[src/rtl/fetch_queue_pkg.sv]
// Shared types for the fetch instruction queue: core config, decode entry and realigner slots.
package fetch_queue_pkg;

  localparam int unsigned HALF_W   = 16;
  localparam int unsigned VLEN_DEF = 32;
  localparam int unsigned XLEN_DEF = 32;

  typedef struct packed {
    int unsigned VLEN;
    int unsigned XLEN;
  } cfg_t;

  localparam cfg_t cva6_cfg_empty = '{VLEN: VLEN_DEF, XLEN: XLEN_DEF};

  typedef enum logic [2:0] {NoCF, Branch, Jump, JumpR, Return} cf_t;

  typedef struct packed {
    cf_t                 cf;
    logic [VLEN_DEF-1:0] predict_address;
  } branchpredict_sbe_t;

  typedef struct packed {
    logic [XLEN_DEF-1:0] cause;
    logic [XLEN_DEF-1:0] tval;
    logic                valid;
  } exception_t;

  typedef struct packed {
    logic [VLEN_DEF-1:0] address;
    logic [31:0]         instruction;
    branchpredict_sbe_t  branch_predict;
    exception_t          ex;
  } fetch_entry_t;

  typedef struct packed {
    logic                valid;
    logic [31:0]         instr;
    logic [VLEN_DEF-1:0] addr;
  } realign_slot_t;

  typedef realign_slot_t [1:0] realign_out_t;

  function automatic logic is_compressed(input logic [HALF_W-1:0] half);
    return half[1:0] != 2'b11;
  endfunction

endpackage

[src/rtl/fetch_instr_queue_realign.sv]
// Realigner: splits a fetch word into up to two instructions, carrying a straddling upper half.
module instr_realign
  import fetch_queue_pkg::*;
(
  input  logic                clk_i,
  input  logic                rst_ni,
  input  logic                en_i,
  input  logic                flush_i,
  input  logic [31:0]         data_i,
  input  logic [VLEN_DEF-1:0] addr_i,
  input  logic                ex_valid_i,
  output realign_out_t        out_o
);

  logic                pend_valid_q, pend_valid_d;
  logic [HALF_W-1:0]   pend_half_q, pend_half_d;
  logic [VLEN_DEF-1:0] pend_addr_q, pend_addr_d;

  logic [HALF_W-1:0]   lo, hi;
  logic [VLEN_DEF-1:0] base;
  logic                use_hi, hi_idx;
  logic                nxt_valid;
  logic [HALF_W-1:0]   nxt_half;
  logic [VLEN_DEF-1:0] nxt_addr;

  always_comb begin
    out_o     = '0;
    lo        = data_i[15:0];
    hi        = data_i[31:16];
    base      = {addr_i[VLEN_DEF-1:2], 2'b00};
    use_hi    = 1'b0;
    hi_idx    = 1'b0;
    nxt_valid = 1'b0;
    nxt_half  = pend_half_q;
    nxt_addr  = pend_addr_q;

    if (ex_valid_i) begin
      out_o[0] = '{valid: 1'b1, instr: '0, addr: addr_i};
    end else begin
      if (pend_valid_q) begin
        out_o[0] = '{valid: 1'b1, instr: {lo, pend_half_q}, addr: pend_addr_q};
        use_hi   = 1'b1;
        hi_idx   = 1'b1;
      end else if (!addr_i[1]) begin
        if (is_compressed(lo)) begin
          out_o[0] = '{valid: 1'b1, instr: {16'h0, lo}, addr: base};
          use_hi   = 1'b1;
          hi_idx   = 1'b1;
        end else begin
          out_o[0] = '{valid: 1'b1, instr: data_i, addr: base};
        end
      end else begin
        use_hi = 1'b1;
      end
      // A 32-bit upper half becomes the low half of the next word's instruction.
      if (use_hi) begin
        if (is_compressed(hi)) begin
          out_o[hi_idx] = '{valid: 1'b1, instr: {16'h0, hi}, addr: base + VLEN_DEF'(2)};
        end else begin
          nxt_valid = 1'b1;
          nxt_half  = hi;
          nxt_addr  = base + VLEN_DEF'(2);
        end
      end
    end

    pend_valid_d = pend_valid_q;
    pend_half_d  = pend_half_q;
    pend_addr_d  = pend_addr_q;
    if (flush_i) begin
      pend_valid_d = 1'b0;
    end else if (en_i) begin
      pend_valid_d = nxt_valid;
      pend_half_d  = nxt_half;
      pend_addr_d  = nxt_addr;
    end
  end

  always_ff @(posedge clk_i or negedge rst_ni) begin
    if (!rst_ni) begin
      pend_valid_q <= 1'b0;
      pend_half_q  <= '0;
      pend_addr_q  <= '0;
    end else begin
      pend_valid_q <= pend_valid_d;
      pend_half_q  <= pend_half_d;
      pend_addr_q  <= pend_addr_d;
    end
  end

endmodule

[src/rtl/fetch_instr_queue.sv]
// Fetch instruction queue: realigner feeding a DEPTH-entry FIFO towards decode.
// Optional same-cycle bypass of an empty queue: define FETCH_QUEUE_BYPASS_EN.
module fetch_instr_queue
  import fetch_queue_pkg::*;
#(
  parameter cfg_t        CVA6Cfg       = cva6_cfg_empty,
  parameter type         fetch_entry_t = fetch_queue_pkg::fetch_entry_t,
  parameter int unsigned DEPTH         = 4
) (
  input  logic                    clk_i,
  input  logic                    rst_ni,
  input  logic                    flush_i,
  input  logic                    fetch_valid_i,
  output logic                    fetch_ready_o,
  input  logic [31:0]             fetch_data_i,
  input  logic [CVA6Cfg.VLEN-1:0] fetch_addr_i,
  input  logic                    fetch_ex_valid_i,
  input  logic [CVA6Cfg.XLEN-1:0] fetch_ex_cause_i,
  output fetch_entry_t            fetch_entry_o,
  output logic                    fetch_entry_valid_o,
  input  logic                    fetch_entry_ready_i
);

  localparam int unsigned PTR_W = (DEPTH > 1) ? $clog2(DEPTH) : 1;
  localparam int unsigned CNT_W = PTR_W + 1;

  fetch_entry_t       mem_q [DEPTH];
  fetch_entry_t       mem_d [DEPTH];
  logic [PTR_W-1:0]   wptr_q, wptr_d, rptr_q, rptr_d;
  logic [CNT_W-1:0]   cnt_q, cnt_d;

  logic               accept, empty, bypass_act, bypass_take, pop_fifo;
  logic               wr0_en, wr1_en;
  realign_out_t       slots;
  fetch_entry_t       e0, e1, wr0, wr1;

  assign empty         = (cnt_q == '0);
  assign fetch_ready_o = (cnt_q <= CNT_W'(DEPTH - 2)) && !flush_i;
  assign accept        = fetch_valid_i && fetch_ready_o;

  instr_realign u_realign (
    .clk_i      (clk_i),
    .rst_ni     (rst_ni),
    .en_i       (accept),
    .flush_i    (flush_i),
    .data_i     (fetch_data_i),
    .addr_i     (fetch_addr_i),
    .ex_valid_i (fetch_ex_valid_i),
    .out_o      (slots)
  );

  always_comb begin
    e0             = '0;
    e0.address     = slots[0].addr;
    e0.instruction = slots[0].instr;
    if (fetch_ex_valid_i) begin
      e0.ex.valid = 1'b1;
      e0.ex.cause = fetch_ex_cause_i;
      e0.ex.tval  = fetch_addr_i;
    end
    e1             = '0;
    e1.address     = slots[1].addr;
    e1.instruction = slots[1].instr;
  end

`ifdef FETCH_QUEUE_BYPASS_EN
  assign bypass_act = empty && accept && slots[0].valid;
`else
  assign bypass_act = 1'b0;
`endif
  assign bypass_take = bypass_act && fetch_entry_ready_i;

  always_comb begin
    fetch_entry_valid_o = (!empty || bypass_act) && !flush_i;
    if (!empty)          fetch_entry_o = mem_q[rptr_q];
    else if (bypass_act) fetch_entry_o = e0;
    else                 fetch_entry_o = '0;
  end

  assign pop_fifo = fetch_entry_valid_o && fetch_entry_ready_i && !empty;

  // A bypassed first instruction is consumed directly, so only the second slot is stored.
  always_comb begin
    if (bypass_take) begin
      wr0_en = accept && slots[1].valid;
      wr0    = e1;
      wr1_en = 1'b0;
      wr1    = e1;
    end else begin
      wr0_en = accept && slots[0].valid;
      wr0    = e0;
      wr1_en = accept && slots[1].valid;
      wr1    = e1;
    end

    mem_d = mem_q;
    if (wr0_en) mem_d[wptr_q] = wr0;
    if (wr1_en) mem_d[PTR_W'(wptr_q + PTR_W'(1))] = wr1;

    wptr_d = wptr_q + PTR_W'(wr0_en) + PTR_W'(wr1_en);
    rptr_d = rptr_q + PTR_W'(pop_fifo);
    cnt_d  = cnt_q + CNT_W'(wr0_en) + CNT_W'(wr1_en) - CNT_W'(pop_fifo);

    if (flush_i) begin
      wptr_d = '0;
      rptr_d = '0;
      cnt_d  = '0;
    end
  end

  always_ff @(posedge clk_i or negedge rst_ni) begin
    if (!rst_ni) begin
      for (int unsigned i = 0; i < DEPTH; i++) mem_q[i] <= '0;
      wptr_q <= '0;
      rptr_q <= '0;
      cnt_q  <= '0;
    end else begin
      mem_q  <= mem_d;
      wptr_q <= wptr_d;
      rptr_q <= rptr_d;
      cnt_q  <= cnt_d;
    end
  end

endmodule
[config.mk]
export PLATFORM = sky130hd
export DESIGN_NAME = fetch_instr_queue
export DESIGN_NICKNAME = d
export VERILOG_FILES = /design/src/rtl/fetch_queue_pkg.sv /design/src/rtl/fetch_instr_queue_realign.sv /design/src/rtl/fetch_instr_queue.sv
export SDC_FILE = /design/constraint.sdc
export NUM_CORES = 2
export LEC_CHECK = 0
export BUFFER_PORTS_ARGS = -buffer_cell sky130_fd_sc_hd__buf_4
export CAP_MARGIN = 20
export CORE_MARGIN = 2
export CORE_UTILIZATION = 30
export CTS_CLUSTER_DIAMETER = 50
export DETAILED_ROUTE_END_ITERATION = 8
export GPL_ROUTABILITY_DRIVEN = 0
export HOLD_SLACK_MARGIN = 0.1
export MAX_ROUTING_LAYER = met4
export SLEW_MARGIN = 10
export SYNTH_ARGS = -nofsm -noshare
export SYNTH_HDL_FRONTEND = slang
export SYNTH_SLANG_ARGS = --single-unit
export TNS_END_PERCENT = 10
[constraint.sdc]
create_clock -name clk_i -period 2.8 [get_ports clk_i]
set_input_delay 0.42 -clock clk_i [delete_from_list [all_inputs] [get_ports clk_i]]
set_output_delay 0.42 -clock clk_i [all_outputs]
set_load 0.03 [all_outputs]
# After elaboration in Yosys (flattened, before gate mapping)

Index checks and enable logic that the tools add are counted.

Flip-flop bits (word level): 712
Input bits: 102
Output and inout port bits: 166
Word-level logic and storage cells: 112

$add $sub $neg: 8
$lt $le $gt $ge: 8
Equal/unequal tests: 2
Muxes and demuxes: 39
Bitwise operators: 6
Reduce and logical (&&, ||, !) cells: 15

Operator list:

| operator                                                        | count |
|---|---|
| bitwise mux 656 bit                                             | 2 |
| 2-to-1 mux 656 bit                                              | 2 |
| 2-to-1 mux 164 bit                                              | 5 |
| demux 164 bit (select 2 bit)                                    | 2 |
| 2-to-1 mux 65 bit                                               | 7 |
| binary-select mux 164 bit (select 2 bit)                        | 1 |
| 2-to-1 mux 130 bit                                              | 2 |
| bitwise mux 130 bit                                             | 1 |
| demux 65 bit (select 1 bit)                                     | 1 |
| 2-to-1 mux 64 bit                                               | 1 |
| adder 32 x 2 -> 32 bit (second input constant)                  | 1 |
| 2-to-1 mux 1 bit                                                | 12 |
| logical AND 1 bit                                               | 10 |
| greater-or-equal comparator 3 bit (second input constant)       | 3 |
| NOT 2 -> 3 bit                                                  | 3 |
| adder 2 x 1 -> 2 bit                                            | 3 |
| adder 3 x 1 -> 3 bit                                            | 2 |
| less-than comparator 3 x 1 -> 1 bit (second input constant)     | 2 |
| AND reduction 5 bit                                             | 1 |
| 2-to-1 mux 2 bit                                                | 2 |
| inequality test 2 bit (second input constant)                   | 2 |
| less-or-equal comparator 3 x 2 -> 1 bit (second input constant) | 1 |
| logical NOT 3 bit                                               | 1 |
| 2-to-1 mux 3 bit                                                | 1 |
| 7 further kinds                                                 | 10 |

# Logic depth before layout (Yosys ltp)

Depth in word-level cells: 18
Depth in mapped cells: 11
Depth with buffers taken out: 10

# By module

Synthesis repeated with hierarchy kept, for this count alone.

Cell total of the unflattened synthesis: 3427
Area total of the unflattened synthesis: 36347.4 µm²

By module, submodules not included:

| module            | times used | cells each | area an instance (µm²) | seq. area each (µm²) |
|---|---|---|---|---|
| fetch_instr_queue | 1          | 3104       | 33101.7                | 16590.9 |
| instr_realign     | 1          | 323        | 3245.6                 | 1201.2 |

# Worst setup path before layout

No wires, ideal clock.

Kind: input to register
From: input fetch_data_i[17]
To: register cnt_q[2]
Setup time: 0.132 ns
Arrival time: 2.657 ns
Data required time: 2.668 ns
Setup slack: 0.012 ns
Stages: 11
Path buffers: 3
Cells stage by stage: buf_2 -> and2_1 -> buf_6 -> or4_4 -> buf_6 -> nor2_4 -> inv_1 -> fa_1 -> fa_1 -> xnor2_1 -> nor2_1

Word-level cells in the longest chain between the ends: 9
Elaborated cells on any way between the ends: 11
Classes of those cells: add/sub (3); eq/ne (1); mux (5); reduce/logical (2)

Ends and longest elaborated chain:

| item                          | line                            | source |
|---|---|---|
| from (decl)                   | fetch_instr_queue.sv:15         | `input logic [31:0] fetch_data_i,` |
| inequality test 2 bit (*)     | fetch_queue_pkg.sv:44           | `return half[1:0] != 2'b11;` |
| 2-to-1 mux 130 bit (*)        | fetch_instr_queue_realign.sv:57 | `if (is_compressed(hi)) begin` |
| 2-to-1 mux 130 bit (*)        | fetch_instr_queue_realign.sv:56 | `if (use_hi) begin` |
| 2-to-1 mux 65 bit             | fetch_instr_queue_realign.sv:37 | `if (ex_valid_i) begin` |
| logical AND 1 bit             | fetch_instr_queue.sv:90         | `wr0_en = accept && slots[0].valid;` |
| adder 3 x 1 -> 3 bit          | fetch_instr_queue.sv:102        | `cnt_d = cnt_q + CNT_W'(wr0_en) + CNT_W'(wr1_en) - CNT_W'(pop_fifo);` |
| adder 3 x 1 -> 3 bit (*)      | fetch_instr_queue.sv:102        |  |
| subtractor 3 x 1 -> 3 bit (*) | fetch_instr_queue.sv:102        |  |
| 2-to-1 mux 3 bit (*)          | fetch_instr_queue.sv:104        | `if (flush_i) begin` |
| via cnt_d[2]                  | fetch_instr_queue.sv:30         | `logic [CNT_W-1:0] cnt_q, cnt_d;` |
| to (signal assigned)          | fetch_instr_queue.sv:121        | `cnt_q <= cnt_d;` |
| to (decl)                     | fetch_instr_queue.sv:30         |  |

The timed path passes the listed nets; every way through them passes the cells marked *.
A chain may end at the register's enable or synchronous reset.

==> impl_metrics.py <==
metrics = {
    "logic_synthesis": {
        "synth-simple-area-share_pct": 16.4,
        "ys_seq_area_share_pct": 50.9,
        "synth.distinct_cells": 45,
        "yosysWarningCount": 0,
        "synth_top_family_by_area": "multiplexers",
        "synthFlopType": "dfrtp_1",
        "syn-num-nets": 3338,
        "netlist_instances": 3230,
        "synth_xor_area_share_pct": 0.0752,
        "avgSynthCellArea_sq_um": 10.8,
        "ys_ff_latch": 711,
        "synth-adder-area-share_pct": 0.279,
        "synth_area_sq_um": 35000,
        "synth-edff-count": 0,
        "synth_compound_area_share_pct": 8.00,
        "ys_async_sr_fraction_pct": 100,
        "synth_mux_area_share_pct": 20.3,
    },
    "cells_and_area": {
        "area_growth_pct": 26.6,
        "drive_above_1_share_pct": 23.6,
        "final_cell_mix": "709 x dfrtp_1, 456 x nand2_1, 349 x buf_4",
        "final_common_cell": "dfrtp_1",
        "fillers": 11200,
        "fin_util_pct": 38.2,
        "nets": 3634,
    },
    "floorplan": {
        "die_area_sq_um": 119000,
        "start_util_pct": 30.2,
        "ios": 268,
        "die_h_um": 345,
        "die_w_um": 345,
        "core_area_sq_um": 116000,
        "num_rows": 125,
    },
    "worst_setup_path": {
        "worstPathArrival_ns": 2.50,
        "worstSetupPathType": "flip-flop to output pin",
        "ff2ff_setup_slack_ns": 0.16,
        "path_max_fanout": 11,
        "end_kind": "output pin",
        "worst_ep_required_time_ns": 2.38,
        "start_kind": "flip-flop",
    },
    "min_path": {
        "hold_path_class": "input port to flip-flop",
    },
    "timing": {
        "min_period_ns": 2.92,
        "rsz0062_at_grt": "true",
        "setup_viol": 134,
        "slew_viol_final": 0,
        "fin_ws_ns": -0.119,
        "tightest_slew_ns": 0.935,
        "layout_worst_path_cycle_share_pct": 104,
        "slew_headroom_pct": 37.2,
        "hold_violations": 0,
        "setup_tns_ns": -6.05,
        "fin_worst_skew_ns": 0.0284,
        "timing.fmax_mhz": 343,
    },
    "clock_network": {
        "ctsLongestPathBuffers": 3,
        "htree_levels": 3,
        "clkLatencyLatePin_ns": 0.68,
        "root_buffer": "clkbuf_16",
        "cts_buffers": 97,
        "clk_pin_slew_ns": 0.06,
        "clock_sinks": 711,
        "cts_tree": "done",
    },
    "drt": {
        "wl_um": 115000,
        "wl_met2_um": 54000,
        "drt_iter0_markers": 2366,
        "viasPerCell": 5.22,
        "remaining_drc_errors": 0,
        "routedWlPerCell_um": 22.4,
        "wl_met3_um": 7800,
        "drtAntennaViolNets": 0,
        "top_layer_used": "met4",
        "via_count": 26800,
        "met1_length_um": 50700,
        "firstDrtPassIters": 6,
    },
    "global_route": {
        "grt_antenna_before_repair": 14,
        "grt_usage_pct": 19.6,
        "grt_pass1_vias": 27500,
        "grt_max_degree": 172,
        "grt-ovfl-total": 0,
        "grt_pass1_wl_um": 176000,
    },
    "status": {
        "outcome": "complete, but fails checks",
        "violations": "negative setup slack",
    },
    "power_and_ir_drop": {
        "peakVddDrop_v": 0.000533,
        "p_per_area_nw_per_um2": 891,
        "p_leak_uw": 0.0194,
    },
    "job": {
        "cap_violations": 0,
    },
    "place": {
        "hpwl_um": 70700,
        "place_ws_ns": 0.137,
        "io_buffers": 267,
    },
}
==> cell type report <==
class	count	area, sq um	share of cell area (%)
flip-flops and latches	711	17800	40.2
multi-input cells	2186	15900	35.9
repair buffers	522	5240	11.8
clock buffers	124	2700	6.10
well taps	1524	1910	4.31
clock inverters	57	666	1.50
inverters	8	30.0	0.0678
diodes	9	22.5	0.0509
==> through the flow <==
stage / power (uW) / instance area (sq um) / hold WS, ns / std cells
floorplan: 21800 / 35000 / 0.124 / 3230
global placement: 26300 / 39900 / 0.438 / 4859
detailed placement: 26600 / 39900 / 0.446 / 4859
CTS: 39700 / 44100 / 0.128 / 5127
global route: 41400 / 44300 / 0.191 / 5141
finish: 39400 / 44300 / 0.182 / 5141
==> synth_stat cells, types with 4 or more instances <==
cell	count	area, sq um
a21oi_1	347	1740
a22o_1	30	263
a22oi_1	30	225
and2_1	72	450
and2b_1	16	120
buf_1	64	240
buf_2	75	375
buf_4	8	60.1
clkbuf_1	175	657
dfrtp_1	711	17800
inv_1	7	26.3
mux2_2	44	495
mux2i_1	291	2910
mux4_2	164	3690
nand2_1	457	1720
nand2b_1	5	31.3
nand3_1	329	1650
nand3b_1	4	30.0
nand4_1	8	50.1
nor2_1	27	101
nor2b_1	227	1420
nor3_1	6	30.0
o211ai_1	4	30.0
o21ai_0	77	385
o21ai_1	5	25.0
o31ai_1	14	105
==> worst max-delay path: stages, from the launching register on <==
cell,delay [ns]
dfrtp_4,0.47
buf_12,0.19
buf_12,0.17
mux4_2,0.57
nor2b_1,0.19
buf_4,0.19
==> power breakdown <==
part           switching (uW)  total [uW]  internal, uW
sequential               1380       14300         12900
clock                    5130       12800          7680
combinational            6930       12400          5440
total                   13400       39400         26000
==> path summary, 6_finish.rpt <==
kind                       cells past startpoint                startpoint                       end
min in group asynchronous                      2                    rst_ni                mem_q[604]
min reg2reg                                    2  u_realign.pend_half_q[1]  u_realign.pend_half_q[1]
min                                            4          fetch_data_i[17]                mem_q[265]
max in group asynchronous                      3                    rst_ni                mem_q[372]
max reg2reg                                    9                  cnt_q[1]                  cnt_q[2]
max                                            5                 rptr_q[0]         fetch_entry_o[13]
==> flip-flops by register name (all words and copies together), names as in the netlist <==
register / count
u_realign.pend_valid_q: 1
u_realign.pend_half_q: 16
cnt_q: 3
u_realign.pend_addr_q: 31
wptr_q: 2
rptr_q: 2
mem_q: 656
==> cells by family after synthesis <==
kind of cell	after synthesis
AOI/OAI and AO/OA	510
xor gates and xnor gates	3
adders and majority gates	6
buffers and inverters	333
DFF	711
muxes	499
and+or+nand+nor	1168
==> what timing repair did <==
| action | CTS | global route |
|---|---|---|
| endpoints found under the hold margin | 508 | 0 |
| pin swaps | 0 | 1 |
| buffers inserted | 8 | 4 |
| gates cloned | 0 | 1 |
| resized for setup | 4 | 14 |
| setup endpoints to repair | 160 | 165 |
| hold buffers | 79 | 0 |
==> metal layers <==
layer	vias up	global-route usage, %
met2	937	30.1
met3	159	3.90
met1	13800	26.4
li1	12000	-
met5	-	-
met4	0	5.42
Power figures use the tool's default switching activity.
